[config.mk]
export PLATFORM = sky130hd
export DESIGN_NAME = axi4_lite_slave_write_ctrl_flat
export DESIGN_NICKNAME = d
export VERILOG_FILES = /design/src/rtl/axi4_lite_slave_write_ctrl_if.sv /design/src/rtl/axi4_lite_slave_write_ctrl.sv /design/src/flat_wrapper.sv
export SDC_FILE = /design/constraint.sdc
export NUM_CORES = 1
export LEC_CHECK = 0
export CAP_MARGIN = 20
export CELL_PAD_IN_SITES_DETAIL_PLACEMENT = 1
export CELL_PAD_IN_SITES_GLOBAL_PLACEMENT = 1
export CORE_MARGIN = 2
export CORE_UTILIZATION = 32
export DETAILED_ROUTE_END_ITERATION = 16
export GPL_TIMING_DRIVEN = 0
export PLACE_DENSITY_LB_ADDON = 0.05
export SLEW_MARGIN = 30
export SYNTH_ARGS = -nofsm -noshare
export SYNTH_HDL_FRONTEND = slang
export SYNTH_SLANG_ARGS = --single-unit
[constraint.sdc]
create_clock -name aclk -period 1.5 [get_ports aclk]
set_input_delay 0.15 -clock aclk [delete_from_list [all_inputs] [get_ports aclk]]
set_output_delay 0.15 -clock aclk [all_outputs]
set_load 0.01 [all_outputs]
[src/rtl/axi4_lite_slave_write_ctrl_if.sv]
// AXI4-Lite slave write-channel bundle: AW, W and B channels.
// slave modport faces the write controller, master modport faces the bus driver.
// Ports: awaddr/awprot/awvalid/awready, wdata/wstrb/wvalid/wready, bresp/bvalid/bready.
interface axi4_lite_slave_write_ctrl_if #(
  parameter int ADDRESS_WIDTH = 32,
  parameter int DATA_WIDTH    = 32
);
  logic [ADDRESS_WIDTH-1:0]  awaddr;
  logic [2:0]                awprot;
  logic                      awvalid;
  logic                      awready;
  logic [DATA_WIDTH-1:0]     wdata;
  logic [DATA_WIDTH/8-1:0]   wstrb;
  logic                      wvalid;
  logic                      wready;
  logic [1:0]                bresp;
  logic                      bvalid;
  logic                      bready;

  modport slave (
    input  awaddr, awprot, awvalid, wdata, wstrb, wvalid, bready,
    output awready, wready, bresp, bvalid
  );

  modport master (
    output awaddr, awprot, awvalid, wdata, wstrb, wvalid, bready,
    input  awready, wready, bresp, bvalid
  );
endinterface

[src/rtl/axi4_lite_slave_write_ctrl.sv]
// Purpose: pairs AXI4-Lite AW and W beats (either order), strobes the register bank once, returns B.
// Latency: AW+W accepted in cycle N -> wr_en in N+1 -> bvalid from N+2; 3 cycles/transfer best case.
// Backpressure: one transaction in flight; awready/wready stay low until the B handshake completes.
// Ports: aclk, aresetn (sync, active-low); s_axi (AW/W/B channels, slave modport);
//        wr_en/wr_addr/wr_data/wr_strb/wr_prot to the register bank; wr_err from the bank.
// Build option: AXI4_LITE_SLAVE_WRITE_ALIGN_CHECK_EN makes unaligned addresses a decode error.
module axi4_lite_slave_write_ctrl #(
  parameter int ADDRESS_WIDTH = 32,
  parameter int DATA_WIDTH    = 32,
  parameter int NUM_REGS      = 16
) (
  input  logic                       aclk,
  input  logic                       aresetn,
  axi4_lite_slave_write_ctrl_if.slave s_axi,
  output logic                       wr_en,
  output logic [ADDRESS_WIDTH-1:0]   wr_addr,
  output logic [DATA_WIDTH-1:0]      wr_data,
  output logic [DATA_WIDTH/8-1:0]    wr_strb,
  output logic [2:0]                 wr_prot,
  input  logic                       wr_err
);
  localparam int STRB_W   = DATA_WIDTH / 8;
  localparam int LIMIT_W  = ADDRESS_WIDTH + 1;
  // One extra bit so the limit never wraps, whatever the address width.
  localparam logic [LIMIT_W-1:0] ADDR_LIMIT = LIMIT_W'(NUM_REGS * STRB_W);
  localparam logic [1:0] RESP_OKAY   = 2'b00;
  localparam logic [1:0] RESP_SLVERR = 2'b10;

  typedef enum logic [2:0] {IDLE, WAIT_W, WAIT_AW, WRITE, RESP} state_t;

  state_t                     state, state_next;
  logic                       awready_d, wready_d;
  logic                       aw_hs, w_hs;
  logic                       dec_err;
  logic [ADDRESS_WIDTH-1:0]   addr_q;
  logic [DATA_WIDTH-1:0]      data_q;
  logic [STRB_W-1:0]          strb_q;
  logic [2:0]                 prot_q;
  logic [1:0]                 bresp_q;

  always_ff @(posedge aclk) begin
    if (!aresetn) state <= IDLE;
    else          state <= state_next;
  end

  always_comb begin
    state_next = state;
    awready_d  = 1'b0;
    wready_d   = 1'b0;
    case (state)
      IDLE: begin
        awready_d = 1'b1;
        wready_d  = 1'b1;
        if (s_axi.awvalid && s_axi.wvalid) state_next = WRITE;
        else if (s_axi.awvalid)            state_next = WAIT_W;
        else if (s_axi.wvalid)             state_next = WAIT_AW;
      end
      WAIT_W: begin
        wready_d = 1'b1;
        if (s_axi.wvalid) state_next = WRITE;
      end
      WAIT_AW: begin
        awready_d = 1'b1;
        if (s_axi.awvalid) state_next = WRITE;
      end
      WRITE:   state_next = RESP;
      RESP:    if (s_axi.bready) state_next = IDLE;
      default: state_next = IDLE;
    endcase
  end

  // Readies are gated by reset so nothing is accepted (or captured) while reset is held.
  assign s_axi.awready = aresetn && awready_d;
  assign s_axi.wready  = aresetn && wready_d;
  assign aw_hs = s_axi.awvalid && s_axi.awready;
  assign w_hs  = s_axi.wvalid && s_axi.wready;

  always_comb begin
    dec_err = ({1'b0, addr_q} >= ADDR_LIMIT);
`ifdef AXI4_LITE_SLAVE_WRITE_ALIGN_CHECK_EN
    if (addr_q[$clog2(STRB_W)-1:0] != '0) dec_err = 1'b1;
`endif
  end

  always_ff @(posedge aclk) begin
    if (!aresetn) begin
      addr_q  <= '0;
      data_q  <= '0;
      strb_q  <= '0;
      prot_q  <= '0;
      bresp_q <= RESP_OKAY;
    end else begin
      if (aw_hs) begin
        addr_q <= s_axi.awaddr;
        prot_q <= s_axi.awprot;
      end
      if (w_hs) begin
        data_q <= s_axi.wdata;
        strb_q <= s_axi.wstrb;
      end
      // Bank error is only meaningful in the strobe cycle; latch the response there.
      if (state == WRITE) bresp_q <= (dec_err || wr_err) ? RESP_SLVERR : RESP_OKAY;
    end
  end

  // Every output reads 0 while reset is asserted, including before the first reset edge.
  assign s_axi.bvalid = aresetn && (state == RESP);
  assign s_axi.bresp  = aresetn ? bresp_q : 2'b00;
  assign wr_en        = aresetn && (state == WRITE) && !dec_err;
  assign wr_addr      = aresetn ? addr_q : '0;
  assign wr_data      = aresetn ? data_q : '0;
  assign wr_strb      = aresetn ? strb_q : '0;
  assign wr_prot      = aresetn ? prot_q : '0;
endmodule

[src/flat_wrapper.sv]
// flat-port wrapper written by rule: the top's interface ports become plain ports
module axi4_lite_slave_write_ctrl_flat 
#(
  parameter int ADDRESS_WIDTH = 32,
  parameter int DATA_WIDTH    = 32,
  parameter int NUM_REGS      = 16
)
  (aclk, aresetn, wr_en, wr_addr, wr_data, wr_strb, wr_prot, wr_err, s_axi_awaddr, s_axi_awprot, s_axi_awvalid, s_axi_wdata, s_axi_wstrb, s_axi_wvalid, s_axi_bready, s_axi_awready, s_axi_wready, s_axi_bresp, s_axi_bvalid);
  axi4_lite_slave_write_ctrl_if #(.ADDRESS_WIDTH(ADDRESS_WIDTH), .DATA_WIDTH(DATA_WIDTH)) s_axi_i ();
  input  logic aclk;
  input  logic aresetn;
  output logic wr_en;
  output logic [ADDRESS_WIDTH-1:0] wr_addr;
  output logic [DATA_WIDTH-1:0] wr_data;
  output logic [DATA_WIDTH/8-1:0] wr_strb;
  output logic [2:0] wr_prot;
  input  logic wr_err;
  input wire logic [$bits(s_axi_i.awaddr)-1:0] s_axi_awaddr;
  input wire logic [$bits(s_axi_i.awprot)-1:0] s_axi_awprot;
  input wire logic [$bits(s_axi_i.awvalid)-1:0] s_axi_awvalid;
  input wire logic [$bits(s_axi_i.wdata)-1:0] s_axi_wdata;
  input wire logic [$bits(s_axi_i.wstrb)-1:0] s_axi_wstrb;
  input wire logic [$bits(s_axi_i.wvalid)-1:0] s_axi_wvalid;
  input wire logic [$bits(s_axi_i.bready)-1:0] s_axi_bready;
  output wire logic [$bits(s_axi_i.awready)-1:0] s_axi_awready;
  output wire logic [$bits(s_axi_i.wready)-1:0] s_axi_wready;
  output wire logic [$bits(s_axi_i.bresp)-1:0] s_axi_bresp;
  output wire logic [$bits(s_axi_i.bvalid)-1:0] s_axi_bvalid;
  assign s_axi_i.awaddr = s_axi_awaddr;
  assign s_axi_i.awprot = s_axi_awprot;
  assign s_axi_i.awvalid = s_axi_awvalid;
  assign s_axi_i.wdata = s_axi_wdata;
  assign s_axi_i.wstrb = s_axi_wstrb;
  assign s_axi_i.wvalid = s_axi_wvalid;
  assign s_axi_i.bready = s_axi_bready;
  assign s_axi_awready = s_axi_i.awready;
  assign s_axi_wready = s_axi_i.wready;
  assign s_axi_bresp = s_axi_i.bresp;
  assign s_axi_bvalid = s_axi_i.bvalid;
  axi4_lite_slave_write_ctrl #(.ADDRESS_WIDTH(ADDRESS_WIDTH), .DATA_WIDTH(DATA_WIDTH), .NUM_REGS(NUM_REGS)) u_core (.aclk(aclk), .aresetn(aresetn), .s_axi(s_axi_i), .wr_en(wr_en), .wr_addr(wr_addr), .wr_data(wr_data), .wr_strb(wr_strb), .wr_prot(wr_prot), .wr_err(wr_err));
endmodule
=== Word level (Yosys, flattened, before mapping) ===
Index checks and enable logic that the tools add are counted.
Widths: inputs -> output; s select.

* Register bits after elaboration: 76
* Input bits: 77
* Logic and storage cells: 44
* Output and inout bits: 77

* Eq/ne operators: 8
* Reduce and logical (&&, ||, !) cells: 14
* Mux-type cells: 15
* Magnitude comparators: 1

{| class="wikitable"
|+ Operators by type and width
! operator !! count
|-
| $mux 32 || 2
|-
| $ge 32x7->1 const B || 1
|-
| $mux 3 || 7
|-
| $pmux 3 s5 || 1
|-
| $logic_and 1x1->1 || 8
|-
| $eq 3x2->1 const B || 2
|-
| $ne 2x2->1 const B || 3
|-
| $mux 2 || 2
|-
| $mux 4 || 1
|-
| $ne 4x3->1 const B || 1
|-
| $reduce_and 4->1 || 1
|-
| $reduce_or 2->1 || 2
|-
| $eq 3x1->1 const B || 1
|-
| $eq 3x3->1 const B || 1
|-
| $logic_not 3->1 || 1
|-
| $mux 1 || 2
|-
| $logic_not 1->1 || 1
|-
| $logic_or 1x1->1 || 1
|}

=== Longest topological paths before layout ===
Gate-level depths: netlist (run 1).

* Depth in word-level cells: 5
* Depth in mapped cells: 5
* Depth with buffers taken out: 4

=== Least setup slack after synthesis (run 1) ===
Ideal clock, no wire load.

* Kind: register -> register
* From: register u_core.state[2]
* To: register u_core.data_q[10]
* Buffers on the path: 2
* Required time: 1379 ps
* Cell stages (with the launch flop): 6
* Path slack: 134 ps
* Data arrival time: 1245 ps
* Setup time: 121 ps
* Period minus slack after synthesis: 1366 ps
* Cells stage by stage: dfxtp_1 > nand2b_1 > buf_6 > nor2_8 > buf_12 > mux2_4

* Longest elaborated chain between the ends: 5
* Elaborated cells on any way between the ends: 6
* Classes of those cells: eq/ne (1); mux (1); reduce/logical (4)

{| class="wikitable"
|+ Ends and longest elaborated chain
! element !! RTL line !! RTL
|-
| from (decl) || axi4_lite_slave_write_ctrl.sv:31 || <nowiki>state_t state, state_next;</nowiki>
|-
| from (signal assigned) || axi4_lite_slave_write_ctrl.sv:43 || <nowiki>else state <= state_next;</nowiki>
|-
| $eq 3x1->1 / $logic_not 3->1 (equally long branches) || axi4_lite_slave_write_ctrl.sv:50 || <nowiki>case (state)</nowiki>
|-
| $reduce_or 2->1 (no line) * || - ||
|-
| $mux 1 * || axi4_lite_slave_write_ctrl.sv:50 ||
|-
| $logic_and 1x1->1 * || axi4_lite_slave_write_ctrl.sv:74 || <nowiki>assign s_axi.wready = aresetn && wready_d;</nowiki>
|-
| $logic_and 1x1->1 * || axi4_lite_slave_write_ctrl.sv:76 || <nowiki>assign w_hs = s_axi.wvalid && s_axi.wready;</nowiki>
|-
| to (signal assigned) || axi4_lite_slave_write_ctrl.sv:98 || <nowiki>data_q <= s_axi.wdata;</nowiki>
|-
| to (decl) || axi4_lite_slave_write_ctrl.sv:36 || <nowiki>logic [DATA_WIDTH-1:0] data_q;</nowiki>
|}

Every way passes the cells marked *; elsewhere a longest branch is shown, timed or not.
A chain may end at the register's enable or synchronous reset.

=== Final worst setup path (run 1) ===
* From: register u_core.addr_q[11]
* To: output port wr_en

* Longest elaborated chain between the ends: 3

{| class="wikitable"
|+ Ends and longest elaborated chain
! element !! RTL line !! RTL
|-
| from (decl) || axi4_lite_slave_write_ctrl.sv:35 || <nowiki>logic [ADDRESS_WIDTH-1:0] addr_q;</nowiki>
|-
| from (signal assigned) || axi4_lite_slave_write_ctrl.sv:94 || <nowiki>addr_q <= s_axi.awaddr;</nowiki>
|-
| $ge 32x7->1 || axi4_lite_slave_write_ctrl.sv:79 || <nowiki>dec_err = ({1'b0, addr_q} >= ADDR_LIMIT);</nowiki>
|-
| $logic_not 1->1 || axi4_lite_slave_write_ctrl.sv:109 || <nowiki>assign wr_en = aresetn && (state == WRITE) && !dec_err;</nowiki>
|-
| $logic_and 1x1->1 || axi4_lite_slave_write_ctrl.sv:109 ||
|-
| to (decl) || flat_wrapper.sv:12 || <nowiki>output logic wr_en;</nowiki>
|}

No other way between the ends.

==> flow_metrics.py, run 1 <==
metrics = {
    "final_layout": {
        "syn_to_final_growth_pct": 61.0,
        "n_antenna_cell": 0,
        "nets": 517,
        "final_layout_size_suffix_gt1_share_pct": 31.9,
        "post-route-util_pct": 52.9,
        "multi_input_area_mm2": 0.00179,
        "fill_cells": 1104,
        "seqCellArea_mm2": 0.00151,
    },
    "synthesis": {
        "yosys-top-cells-area": "dfxtp_1 (44%), mux2_4 (27%), and2_1 (13%)",
        "synth.most_common_cell": "dfxtp_1",
        "avgSynthCellArea_um2": 12.7,
        "syn-num-nets": 344,
        "synthesis.area_mm2": 0.00338,
        "synth_xor_xnor_area_share_pct": 0,
        "synth_top_family_by_area": "multiplexers",
        "synth_simple_gate_area_share_pct": 19.0,
        "ys_seq_elements": 75,
        "syn_inst": 267,
        "synth_top_area_share_pct": 44.4,
        "synth.distinct_cells": 27,
        "synth_area_leader_cell": "dfxtp_1",
        "async_flop_share_pct": 0,
        "synth_fa_ha_area_share_pct": 0,
        "ys_warn_count": 0,
        "muxShareOfSynthArea_pct": 30.3,
        "synth.yosys.seq_area_share_pct": 44.4,
        "synth-edff-count": 0,
        "synth_compound_area_share_pct": 1.00,
        "synth_common_cells": "dfxtp_1 (75), and2_1 (68), mux2_4 (60), mux2_2 (11)",
        "synth-main-ff-cell": "dfxtp_1",
    },
    "global_route": {
        "grt_pass1_vias": 2884,
        "overflow": 0,
        "antenna_found_initial": 0,
        "grt_pass1_wl_um": 14800,
        "track_usage_pct": 16.7,
        "grt_max_degree": 14,
    },
    "setup_path": {
        "reg2reg_depth": 4,
        "max_stage_delay_ns": 0.34,
        "worstPathRequired_ns": 1.35,
        "arrival_ns": 1.67,
        "endpoint_kind": "primary output",
        "path_cells": "nor4_4 > nand4_1 > a21oi_2 > and3_4 > buf_6",
        "cp-start-kind": "flip-flop",
        "crit_fanout": 2,
        "crit_slowest_cell": "dfxtp_2",
        "critPathKind": "flip-flop to primary output",
    },
    "drt": {
        "vias_per_cell": 4.40,
        "detail-route-antenna-nets": 0,
        "drt_iter0_markers": 39,
        "first_pass_iters": 3,
        "vias": 2556,
        "drc": 0,
        "routed_wl_um": 9110,
        "wire_per_inst_um": 15.7,
    },
    "power_and_ir_drop": {
        "p_int_mw": 3.84,
        "pwr-share-comb_pct": 20.6,
        "clock_power_share_pct": 35.3,
        "power_frac_seq_pct": 44.1,
        "p_leak_nw": 2.60,
        "ir_drop_mv": 0.481,
        "p_sw_mw": 1.24,
        "sw_frac_of_total_pct": 24.5,
        "p_per_area_mw_per_mm2": 934,
    },
    "timing": {
        "final-max-slew-violation-count": 0,
        "finalSetupViolCount": 1,
        "rsz0062_at_grt": "yes",
        "fmax_mhz": 550,
        "finClkSkew_ns": 0.0113,
        "hold_viol": 0,
        "layout_setup_ws_ns": -0.319,
        "tns_ns": -0.319,
        "post-route-min-period_ns": 1.82,
        "fin_crit_sh_pct": 121,
    },
    "cts": {
        "cts_tree": "yes",
        "clockBufferDepth": 2,
        "path_clk_slew_ns": 0.08,
        "clk_latency_ns": 0.35,
        "cts_htree_levels": 3,
        "cts_buffers": 9,
        "cts_root_buffer": "clkbuf_8",
        "cts_sinks": 75,
        "holdBufCountCts": 0,
    },
    "placed_design": {
        "port_buffers": 152,
        "dp_hpwl_um": 6510,
        "routabilityCongestion": 0.727,
    },
    "floorplan": {
        "fp.dieW_um": 107,
        "start_util_pct": 32.9,
        "dieHeight_um": 107,
        "core_area_mm2": 0.0103,
        "design.die.area_mm2": 0.0114,
        "rows": 37,
        "io_pins": 154,
    },
    "status": {
        "status": "finished with violations",
        "violations": "negative setup slack",
    },
    "run": {
        "drv_cap": 0,
    },
    "hold_path": {
        "hp-class": "primary input to flip-flop",
        "hold_depth": 3,
    },
}
## worst max-delay path, delay by kind of cell (launching register included)
| family | cells | cell delay (ns) |
|---|---|---|
| simple gates | 3 | 0.67 |
| flops | 1 | 0.34 |
| compound gates | 1 | 0.21 |
| buf+inv | 1 | 0.10 |
## final timing paths
kind,endpoint,slack (ns),start
setup / recovery,wr_en,-0.32,u_core.addr_q[11]
setup reg to reg,u_core.prot_q[0],0.07,u_core.state[0]
hold reg to reg,u_core.bresp_q[1],0.57,u_core.bresp_q[1]
hold / removal,u_core.state[0],0.22,aresetn
## flip-flops by register name (all words and copies together), names as in the netlist
| name | cells |
|---|---|
| u_core.state | 3 |
| u_core.strb_q | 4 |
| u_core.data_q | 32 |
| u_core.prot_q | 3 |
| u_core.bresp_q | 1 |
| u_core.addr_q | 32 |
## logic make-up after synthesis
kind of cell / after synthesis
AND/OR/NAND/NOR: 97
buffers and inverters: 17
multiplexers: 71
AO/OA/AOI/OAI: 6
other: 1
flip-flops: 75
## routing by layer
layer	up-vias	share of wire (%)	GRT usage [%]
li1	1242	-	-
met5	-	0	0
met2	88	45	26.0
met3	14	7.1	5.41
met4	0	2.2	6.40
met1	1212	46	21.5
## repair_timing
| action | CTS | global route |
|---|---|---|
| endpoints found under the setup margin | 125 | 46 |
| resized for setup | 119 | 14 |
| setup buffers | 13 | 1 |
| cloned | 0 | 1 |
| pin swaps | 6 | 7 |
## layout make-up
| type | count | area share [%] |
|---|---|---|
| clock buffer | 11 | 2.60 |
| tap | 136 | 3.13 |
| multi-input combinational | 175 | 33.0 |
| buffer | 15 | 3.75 |
| clock inverter | 5 | 1.56 |
| timing repair buffer | 163 | 28.2 |
| sequential | 75 | 27.8 |
| inverter | 1 | 0.0690 |
## layout by cell type (no fill, tap or decap), drive strengths merged, types with 2 or more instances in the layout
cell	instances
a21oi	3
clkbuf	20
nand2b	5
dlymetal6s2s	2
and2	72
dfxtp	75
bufinv	2
nor4b	2
dlygate4sd2	70
inv	2
clkdlybuf4s50	75
nor4	7
buf	22
nor2	6
mux2	71
## power groups by stage
| stage | logic, mW | clock network, mW | registers, mW |
|---|---|---|---|
| after floorplan | 0.573 | 0 | 2.24 |
| after global placement | 1.04 | 0 | 2.26 |
| after detailed placement | 1.05 | 0 | 2.26 |
| after CTS | 1.07 | 1.85 | 2.23 |
| after global routing | 1.14 | 1.93 | 2.26 |
| final | 1.05 | 1.79 | 2.24 |
## through the flow
| stage | cell area [um2] | hold WS (ns) | total power, mW | instances | setup slack, ns |
|---|---|---|---|---|---|
| final | 5440 | 0.221 | 5.08 | 581 | -0.319 |
| after global routing | 5440 | 0.241 | 5.34 | 581 | -0.428 |
| after floorplan | 3380 | 0.287 | 2.82 | 267 | 0.134 |
| after global placement | 5070 | 0.531 | 3.30 | 555 | -0.892 |
| after CTS | 5420 | 0.365 | 5.16 | 584 | -0.293 |
| after detailed placement | 5070 | 0.543 | 3.32 | 555 | -0.965 |
No activity file was read; power rests on OpenSTA's default activity.
==> inputs of run 2 (changes only) <==
--- a/config.mk
+++ b/config.mk
@@ -10,6 +10,7 @@
 export CELL_PAD_IN_SITES_GLOBAL_PLACEMENT = 1
 export CORE_MARGIN = 2
 export CORE_UTILIZATION = 32
+export CTS_CLUSTER_DIAMETER = 80
 export DETAILED_ROUTE_END_ITERATION = 16
 export GPL_TIMING_DRIVEN = 0
 export PLACE_DENSITY_LB_ADDON = 0.05
==> results of run 2 <==
Same layout as run 1: the final DEF is identical, and so are final timing and power.
